## config.mk

```make
export PLATFORM = sky130hd
export DESIGN_NAME = qeciphy_lane_controller
export DESIGN_NICKNAME = d
export VERILOG_FILES = /design/src/rtl/qeciphy_pkg.sv /design/src/rtl/qeciphy_sat_counter.sv /design/src/rtl/qeciphy_lane_controller.sv
export SDC_FILE = /design/constraint.sdc
export NUM_CORES = 1
export LEC_CHECK = 0
export CORE_MARGIN = 4
export CORE_UTILIZATION = 45
export CTS_CLUSTER_DIAMETER = 60
export DETAILED_ROUTE_END_ITERATION = 8
export PLACE_DENSITY = 0.69
export SYNTH_ARGS = -nofsm -noshare
export SYNTH_HDL_FRONTEND = slang
export SYNTH_SLANG_ARGS = --single-unit
```

## constraint.sdc

```tcl
create_clock -name axis_clk -period 2.7 [get_ports axis_clk]
set_input_delay 0.54 -clock axis_clk [delete_from_list [all_inputs] [get_ports axis_clk]]
set_output_delay 0.54 -clock axis_clk [all_outputs]
set_load 0.01 [all_outputs]
```

## src/rtl/qeciphy_pkg.sv

```systemverilog
// Shared state and error-code encodings for the QECi PHY lane controller.
package qeciphy_pkg;

  typedef enum logic [3:0] {
    ST_RESET              = 4'd0,
    ST_WAIT_FOR_RESET     = 4'd1,
    ST_LINK_TRAINING      = 4'd2,
    ST_RX_LOCKED          = 4'd3,
    ST_LINK_READY         = 4'd4,
    ST_FAULT_FATAL        = 4'd5,
    ST_SLEEP              = 4'd6,
    ST_WAIT_FOR_POWERDOWN = 4'd7,
    ST_RETRY              = 4'd8
  } fsm_t;

  typedef enum logic [3:0] {
    EC_OK              = 4'd0,
    EC_FAP_MISSING     = 4'd1,
    EC_CRC_ERROR       = 4'd2,
    EC_CRC_LIMIT       = 4'd3,
    EC_TRAIN_TIMEOUT   = 4'd4,
    EC_RETRY_EXHAUSTED = 4'd5
  } error_t;

endpackage

```

## src/rtl/qeciphy_sat_counter.sv

```systemverilog
// Saturating up-counter with synchronous clear (clear wins over enable).
module qeciphy_sat_counter #(
  parameter int unsigned WIDTH = 8
) (
  input  logic             clk_i,
  input  logic             rst_i,
  input  logic             clr_i,
  input  logic             en_i,
  output logic [WIDTH-1:0] cnt_o
);

  logic [WIDTH-1:0] cnt_q, cnt_d;

  always_comb begin
    cnt_d = cnt_q;
    if (clr_i)
      cnt_d = '0;
    else if (en_i && (cnt_q != '1))
      cnt_d = cnt_q + WIDTH'(1);
  end

  always_ff @(posedge clk_i or posedge rst_i) begin
    if (rst_i) cnt_q <= '0;
    else       cnt_q <= cnt_d;
  end

  assign cnt_o = cnt_q;

endmodule

```

## src/rtl/qeciphy_lane_controller.sv

```systemverilog
// Link bring-up, retry, error reporting and powerdown handshake for a
// multi-lane QECi PHY receiver.
module qeciphy_lane_controller
  import qeciphy_pkg::*;
#(
  parameter int unsigned NUM_LANES     = 4,
  parameter int unsigned TRAIN_TIMEOUT = 65535,
  parameter int unsigned MAX_RETRIES   = 3,
  parameter int unsigned CRC_ERR_LIMIT = 8,
  localparam int unsigned RW = (MAX_RETRIES > 0) ? $clog2(MAX_RETRIES + 1) : 1
) (
  input  logic                 axis_clk,
  input  logic                 axis_rst,
  input  logic                 i_reset_done,
  input  logic [NUM_LANES-1:0] i_rx_rdy,
  input  logic                 i_remote_rx_rdy,
  input  logic [NUM_LANES-1:0] i_fap_missing,
  input  logic [NUM_LANES-1:0] i_crc_error,
  input  logic                 i_preq,
  input  logic                 i_pstate,
  output logic                 o_paccept,
  input  logic                 i_remote_pd_req,
  input  logic                 i_remote_pd_ack,
  output logic                 o_pd_req,
  output logic                 o_pd_ack,
  output logic [3:0]           o_state,
  output logic [3:0]           o_ecode,
  output logic [RW-1:0]        o_retry_cnt,
  output logic [7:0]           o_crc_err_cnt,
  output logic                 o_rst_n
);

  localparam int unsigned TW = (TRAIN_TIMEOUT > 1) ? $clog2(TRAIN_TIMEOUT) : 1;
  localparam logic [TW-1:0] TMO_LAST = TW'(TRAIN_TIMEOUT - 1);
  localparam logic [7:0]    CRC_LAST = 8'(CRC_ERR_LIMIT - 1);
  localparam logic [7:0]    CRC_LIM  = 8'(CRC_ERR_LIMIT);
  localparam logic [RW-1:0] RETRY_MAX = RW'(MAX_RETRIES);

  fsm_t          state_q;
  error_t        ecode_q;
  logic [RW-1:0] retry_q;
  logic          pd_req_q, pu_req_q, paccept_q, rst_n_q;

  logic          any_fap, any_crc, all_rdy;
  logic          in_train, in_link, train_start;
  logic [TW-1:0] timer;
  logic [7:0]    crc_cnt;

  assign any_fap     = |i_fap_missing;
  assign any_crc     = |i_crc_error;
  assign all_rdy     = &i_rx_rdy;
  assign in_train    = (state_q == ST_LINK_TRAINING) || (state_q == ST_RX_LOCKED);
  assign in_link     = (state_q == ST_RX_LOCKED) || (state_q == ST_LINK_READY);
  assign train_start = (state_q == ST_WAIT_FOR_RESET) && i_reset_done;

  // Held at zero outside training, so it reads zero on LINK_TRAINING entry
  // and keeps running across the RX_LOCKED transition.
  qeciphy_sat_counter #(.WIDTH(TW)) u_train_timer (
    .clk_i (axis_clk),
    .rst_i (axis_rst),
    .clr_i (!in_train),
    .en_i  (in_train),
    .cnt_o (timer)
  );

  qeciphy_sat_counter #(.WIDTH(8)) u_crc_cnt (
    .clk_i (axis_clk),
    .rst_i (axis_rst),
    .clr_i (train_start),
    .en_i  (in_link && any_crc),
    .cnt_o (crc_cnt)
  );

  always_ff @(posedge axis_clk or posedge axis_rst) begin
    if (axis_rst) begin
      state_q   <= ST_RESET;
      ecode_q   <= EC_OK;
      retry_q   <= '0;
      pd_req_q  <= 1'b0;
      pu_req_q  <= 1'b0;
      paccept_q <= 1'b0;
      rst_n_q   <= 1'b0;
    end else begin
      rst_n_q  <= !(state_q inside {ST_RESET, ST_RETRY, ST_SLEEP, ST_FAULT_FATAL});
      pu_req_q <= (state_q == ST_SLEEP) && i_preq && i_pstate;

      if (!i_preq && paccept_q)
        paccept_q <= 1'b0;
      else if (((state_q == ST_SLEEP) && i_preq && !i_pstate) ||
               ((state_q == ST_LINK_READY) && i_preq && i_pstate))
        paccept_q <= 1'b1;

      if ((state_q == ST_LINK_READY) && i_preq && !i_pstate)
        pd_req_q <= 1'b1;
      else if (state_q == ST_SLEEP)
        pd_req_q <= 1'b0;

      if (pu_req_q)
        retry_q <= '0;

      // A retry cause assigned in the case below overrides this update.
      if (in_link && any_crc && (crc_cnt < CRC_LIM))
        ecode_q <= EC_CRC_ERROR;

      case (state_q)
        ST_RESET:          state_q <= ST_WAIT_FOR_RESET;
        ST_WAIT_FOR_RESET: if (i_reset_done) state_q <= ST_LINK_TRAINING;
        ST_LINK_TRAINING: begin
          if (all_rdy)
            state_q <= ST_RX_LOCKED;
          else if (timer == TMO_LAST) begin
            state_q <= ST_RETRY;
            ecode_q <= EC_TRAIN_TIMEOUT;
          end
        end
        ST_RX_LOCKED: begin
          if (any_fap) begin
            state_q <= ST_RETRY;
            ecode_q <= EC_FAP_MISSING;
          end else if (timer == TMO_LAST) begin
            state_q <= ST_RETRY;
            ecode_q <= EC_TRAIN_TIMEOUT;
          end else if (i_remote_rx_rdy)
            state_q <= ST_LINK_READY;
        end
        ST_LINK_READY: begin
          if (any_fap) begin
            state_q <= ST_RETRY;
            ecode_q <= EC_FAP_MISSING;
          end else if (any_crc && (crc_cnt == CRC_LAST)) begin
            state_q <= ST_RETRY;
            ecode_q <= EC_CRC_LIMIT;
          end else if (i_remote_pd_ack)
            state_q <= ST_SLEEP;
          else if (i_remote_pd_req)
            state_q <= ST_WAIT_FOR_POWERDOWN;
        end
        ST_RETRY: begin
          if (retry_q == RETRY_MAX) begin
            state_q <= ST_FAULT_FATAL;
            ecode_q <= EC_RETRY_EXHAUSTED;
          end else begin
            retry_q <= retry_q + RW'(1);
            state_q <= ST_RESET;
          end
        end
        ST_SLEEP:              if (pu_req_q) state_q <= ST_WAIT_FOR_RESET;
        ST_WAIT_FOR_POWERDOWN: if (any_fap) state_q <= ST_RESET;
        ST_FAULT_FATAL:        state_q <= ST_FAULT_FATAL;
        default:               state_q <= ST_RESET;
      endcase
    end
  end

  assign o_state       = state_q;
  assign o_ecode       = ecode_q;
  assign o_retry_cnt   = retry_q;
  assign o_crc_err_cnt = crc_cnt;
  assign o_pd_req      = pd_req_q;
  assign o_pd_ack      = i_remote_pd_req;
  assign o_paccept     = paccept_q;
  assign o_rst_n       = rst_n_q;

endmodule

```

==> flow_metrics.tcl, run 1 <==
set metrics [dict create \
    antenna_cells 0 \
    clockBufferDepth 2 \
    required_ns 2.88 \
    wirelength_mm 5.05 \
    clk_latency_ns 0.29 \
    yosysWarnings 0 \
    max-vdd-ir-drop_uv 505 \
    fin_util_pct 60.0 \
    power_mw 2.13 \
    final_max_slew_viol_count 0 \
    rsz0062_at_grt "no" \
    yosys.area_share.xor_xnor_pct 6.55 \
    first_pass_iters 4 \
    viasPerCell 5.49 \
    setup_tns_ns 0 \
    min_period_ns 2.36 \
    grt_usage_pct 17.5 \
    cts_resized 0 \
    first_global_vias 1884 \
    core-area_mm2 0.00482 \
    fmax_mhz 424 \
    path_clk_slew_ns 0.08 \
    synth_top_area_share_pct 41.9 \
    worstHoldPathType "reg2reg" \
    initial_core_util_pct 47.2 \
    ys.flop_type "dfrtp_1" \
    synth_cells 245 \
    fin_crit_sh_pct 87.4 \
    synth_mux_area_share_pct 3.41 \
    crit_chain "clkdlybuf4s50_1, nor4_1, nor4_4, nor4_2, a211oi_4, mux2_1" \
    cts_inserted_buffers 5 \
    fin_nets 314 \
    cpMaxStageDelayCell "nor4_1" \
    routedWlPerCell_um 14.1 \
    endpoint_kind "register" \
    synth_top_family_by_area "simple AND/OR/NAND/NOR gates" \
    static-leakage-power_nw 1.14 \
    gp_congestion 0.859 \
    ys_ff_latch 38 \
    slew_headroom_pct 45.2 \
    synth-adder-area-share_pct 2.20 \
    finalHoldViolCount 0 \
    root_buffer "clkbuf_8" \
    dp.cells 350 \
    area_growth_pct 27.2 \
    synthArstFlopShare_pct 100 \
    synth.distinct_cells 53 \
    critical_path.max_fanout 4 \
    crit_type "in2reg" \
    synthesis.nets 269 \
    synth_compound_gate_area_share_pct 15.7 \
    cts_setup_buffers 0 \
    final_cell_count_no_fill 358 \
    skew_ns 0.00627 \
    arrival_ns 2.54 \
    htreeDepth 2 \
    place_hpwl_mm 3.74 \
    synth_area_leaders "dfrtp_1 42%, nor2_1 4.3%, xnor2_1 4.2%" \
    yosys.area.top_type "dfrtp_1" \
    critPathLaunchType "input pin" \
    drc 0 \
    yosys.area_share.simple_pct 25.9 \
    hold_buffers 0 \
    grt_pass1_wl_mm 8.80 \
    whs_ns 0.512 \
    grt_start_max_net_pins 39 \
    clock_sinks 38 \
    row_count 25 \
    dieArea_mm2 0.00625 \
    die_h_um 79.1 \
    synth_seq_area_share_pct 41.9 \
    grt_overflow 0 \
    syn-cell-area_mm2 0.00227 \
    most-common-layout-cells "41 x clkdlybuf4s50_1, 38 x dfrtp_1, 26 x nor2_1, 17 x nand2_1, 14 x a21oi_1" \
    cts_tree "yes" \
    final-setup-viol-count 0 \
    drv_cap 0 \
    syn_avg_cell_area_um2 9.27 \
    critPathMaxStageDelay_ns 0.72 \
    die_w_um 79.1 \
    antenna_found_initial 0 \
    status "completed" \
    drive_gt1_share_pct 10.3 \
    power_density_mw_per_mm2 735 \
    via_count 1964 \
    final_common_cell "clkdlybuf4s50_1" \
    drt_iter0_drc 120 \
    drtAntennaViolNets 0 \
    io_buffers 41 \
    synth_edf_count 0 \
    worst_slew_pin_slew_ns 0.815 \
    num_io_pins 42 \
]
-- worst paths after layout --
path	from	end	slack, ns	depth (start not counted)
setup / recovery	i_crc_error[1]	o_state[0]$_DFFE_PP0P_	0.34	6
min in group asynchronous	axis_rst	u_train_timer.cnt_o[13]$_DFFE_PP0P_	0.65	3
hold reg to reg	o_retry_cnt[0]$_DFF_PP0_	o_retry_cnt[0]$_DFF_PP0_	0.51	1
max in group asynchronous	axis_rst	u_train_timer.cnt_o[8]$_DFFE_PP0P_	1.70	3
setup reg to reg	u_crc_cnt.cnt_o[3]$_DFFE_PP0P_	o_state[2]$_DFFE_PP0P_	0.43	5
hold / removal	o_retry_cnt[0]$_DFF_PP0_	o_retry_cnt[0]$_DFF_PP0_	0.51	1
-- synth_stat cells (all sizes together) (2+ instances only) --
| master | number |
|---|---|
| a211oi | 6 |
| a21boi | 2 |
| a21oi | 14 |
| a2bb2oi | 2 |
| a311oi | 2 |
| a31oi | 4 |
| and3 | 4 |
| and4 | 3 |
| buf | 3 |
| clkbuf | 9 |
| dfrtp | 38 |
| ha | 4 |
| inv | 11 |
| mux2 | 3 |
| mux2i | 4 |
| nand2 | 17 |
| nand3 | 11 |
| nand4 | 4 |
| nor2 | 27 |
| nor2b | 6 |
| nor3 | 7 |
| nor3b | 2 |
| nor4 | 8 |
| nor4b | 2 |
| o211ai | 2 |
| o21ai | 9 |
| o311ai | 2 |
| o31ai | 2 |
| or2 | 3 |
| or3 | 5 |
| or3b | 2 |
| or4 | 2 |
| xnor2 | 11 |
| xor2 | 6 |
-- power breakdown --
| group | switching [mW] | leakage (nW) | internal, mW |
|---|---|---|---|
| clock network | 0.213 | 0.0504 | 0.275 |
| registers | 0.117 | 0.514 | 0.665 |
| logic | 0.433 | 0.578 | 0.423 |
-- cell type report --
| cell class | count | area (µm²) |
|---|---|---|
| Sequential cell | 38 | 951 |
| Timing Repair Buffer | 50 | 478 |
| Fill cell | 450 | 1930 |
| Clock buffer | 5 | 68.8 |
| Tap cell | 67 | 83.8 |
| Inverter | 11 | 41.3 |
| Clock inverter | 3 | 45.0 |
| Multi-Input combinational cell | 184 | 1220 |
-- worst max-delay path, delay by kind of cell --
family / cells / cell delay, ns
AND/OR/NAND/NOR: 3 / 1.20
buffers and inverters: 1 / 0.40
multiplexers: 1 / 0.32
AO/OA/AOI/OAI: 1 / 0.09
-- sequential cells by signal, indices dropped and copies added, names as in the netlist --
register	cells
o_state	4
u_train_timer.cnt_o	16
pu_req_q	1
o_rst_n	1
o_paccept	1
o_retry_cnt	2
o_pd_req	1
u_crc_cnt.cnt_o	8
o_ecode	4
-- stage by stage --
| stage | cell area [µm²] | setup WS (ns) |
|---|---|---|
| after floorplan | 2270 | 0.534 |
| after global placement | 2780 | 0.0234 |
| after detailed placement | 2780 | 0.0121 |
| after CTS | 2890 | 0.317 |
| after global routing | 2890 | 0.212 |
| final | 2890 | 0.340 |
-- layer usage --
layer / up-vias / wire [µm] / track usage (%)
met5: - / 0 / 0
met4: 0 / 45 / 4.64
met3: 6 / 229 / 3.74
met2: 42 / 2330 / 27.5
met1: 936 / 2440 / 24.4
li1: 980 / - / -
-- kinds of logic (layout without fill, tap and decap cells) --
group / count (synthesis) / in the layout
muxes: 7 / 7
DFF: 38 / 38
buffers and inverters: 23 / 69
and+or+nand+nor: 106 / 106
adders and majority gates: 4 / 4
AOI/OAI and AO/OA: 50 / 50
xor gates and xnor gates: 17 / 17
Power figures use the tool's default switching activity.
==> run 2: changes to the inputs <==
CORE_ASPECT_RATIO = 1.75   (was unset)
==> flow_metrics.tcl, run 2 (synthesis results as in run 1) <==
set metrics [dict create \
    rsz0062_at_grt "no" \
    path_clk_slew_ns 0.08 \
    p_sw_mw 0.784 \
    preCtsSetupSlack_ns 0.302 \
    fmax_mhz 426 \
    min_period_ns 2.35 \
    die_h_um 102 \
    fin_nets 315 \
    first_pass_iters 4 \
    met2_length_mm 3.08 \
    viasPerCell 5.84 \
    dr.max_layer_used "met4" \
    via_count 2019 \
    clk_latency_ns 0.30 \
    die_w_um 61.7 \
    fin_crit_sh_pct 86.9 \
    crit_type "reg2reg" \
    postLayoutSetupSlackWorst_ns 0.354 \
    arrival_ns 2.57 \
    root_buffer "clkbuf_8" \
    slew_headroom_pct 66.1 \
    drive_gt1_share_pct 10.6 \
    area_growth_pct 26.0 \
    drtAntennaViolNets 0 \
    most-common-layout-cells "41 x clkdlybuf4s50_1, 38 x dfrtp_1, 26 x nor2_1, 17 x nand2_1, 14 x a21oi_1" \
    antenna_found_initial 0 \
    wirelength_mm 5.62 \
    cts_resized 0 \
    grt_pass1_wl_mm 9.38 \
    required_ns 2.92 \
    hold_buffers 0 \
    setup_tns_ns 0 \
    dieArea_mm2 0.00629 \
    skew_ns 0.00940 \
    core-area_mm2 0.00493 \
    place_hpwl_mm 4.27 \
    grt_start_max_net_pins 39 \
    swShare_pct 37.6 \
    num_io_pins 42 \
    pwr-share-clk_pct 19.8 \
    grt_overflow 0 \
    met3_length_um 172 \
    final_common_cell "clkdlybuf4s50_1" \
    row_count 34 \
    routedWlPerCell_um 16.3 \
    worst_slew_pin_slew_ns 0.501 \
    grt_usage_pct 19.9 \
    final-setup-viol-count 0 \
    status "completed" \
    static-leakage-power_nw 1.14 \
    finalHoldViolCount 0 \
    first_global_vias 2094 \
    max-vdd-ir-drop_uv 505 \
    cts_setup_buffers 0 \
    clock_sinks 38 \
    cts_inserted_buffers 5 \
    gp_congestion 0.886 \
    comb_power_share_pct 42.3 \
    critPathLaunchType "register" \
    drv_cap 0 \
    initial_core_util_pct 46.0 \
    p_seq_share_pct 37.8 \
    endpoint_kind "register" \
    antenna_cells 0 \
    wl_met1_mm 2.10 \
    io_buffers 41 \
    cts_tree "yes" \
    final_max_slew_viol_count 0 \
    drc 0 \
    largest_reg_flops 16 \
    htreeDepth 2 \
    drt_iter0_drc 96 \
    clockBufferDepth 2 \
    power_density_mw_per_mm2 728 \
    critical_path.max_fanout 17 \
    worstHoldPathType "reg2reg" \
    internal_power_mw 1.30 \
]
## run 2: cell count changes in the layout (fill, tap and decap cells not counted), sizes merged
cell,before,now
clkinvlp,2,1
bufinv,1,0
buf,9,10
clkbuf,5,6
clkinv,0,1
## run 2: path summary, 6_finish.rpt
kind | endpoint | slack, ns | depth (start not counted) | startpoint
worst max-delay path | u_crc_cnt.cnt_o[7]$_DFFE_PP0P_ | 0.35 | 5 | o_state[2]$_DFFE_PP0P_
worst min-delay path | o_ecode[1]$_DFF_PP0_ | 0.51 | 1 | o_ecode[1]$_DFF_PP0_
worst max register to register | u_crc_cnt.cnt_o[7]$_DFFE_PP0P_ | 0.35 | 5 | o_state[2]$_DFFE_PP0P_
worst min register to register | o_ecode[1]$_DFF_PP0_ | 0.51 | 1 | o_ecode[1]$_DFF_PP0_
max in group asynchronous | u_train_timer.cnt_o[13]$_DFFE_PP0P_ | 1.69 | 3 | axis_rst
min in group asynchronous | o_rst_n$_DFF_PP0_ | 0.65 | 3 | axis_rst
## run 2: metal layers
metal / track usage, % / up-vias
met2: 34.9 / 43
met5: 0 / -
met4: 12.3 / 0
met3: 3.67 / 21
li1: - / 976
met1: 20.8 / 979
## run 2: stage by stage
| step | instances | util [%] | area [µm²] | power, mW | hold slack [ns] |
|---|---|---|---|---|---|
| 2_1_floorplan | 245 | - | 2270 | 1.34 | 0.494 |
| 3_3_place_gp | 338 | 56.1 | 2770 | 1.67 | 0.499 |
| 3_5_place_dp | 338 | 56.1 | 2770 | 1.68 | 0.500 |
| 4_1_cts | 346 | 58.0 | 2860 | 2.10 | 0.518 |
| 5_1_grt | 346 | 58.0 | 2860 | 2.23 | 0.539 |
| 6_report | 346 | 58.0 | 2860 | 2.08 | 0.513 |
## run 2: layout make-up
cell class	count	area, µm²
inverters	11	41.3
clock buffers	6	82.6
flip-flops and latches	38	951
well taps	54	67.6
multi-input cells	184	1220
fillers	437	2070
clock inverters	2	12.5
repair buffers	51	485
## run 2: worst max-delay path, stage by stage (launching register included)
cell      delay (ns)
dfrtp_1         0.66
or3b_4          0.47
a211oi_4        0.31
o21ai_2         0.19
or4_1           0.49
a21oi_1         0.15
## run 2: power groups by stage
stage,Sequential (mW),Clock [mW],Combinational [mW]
after floorplan,0.787,0,0.549
after global placement,0.794,0,0.878
after detailed placement,0.797,0,0.884
after CTS,0.787,0.427,0.888
after global routing,0.805,0.447,0.983
final,0.788,0.413,0.882
==> run 3: changes to the inputs <==
CTS_CLUSTER_SIZE = 40   (was unset)
SKIP_CTS_REPAIR_TIMING = 1   (was unset)
==> results of run 3 <==
Final layout, timing and power as in run 2 (identical DEF).
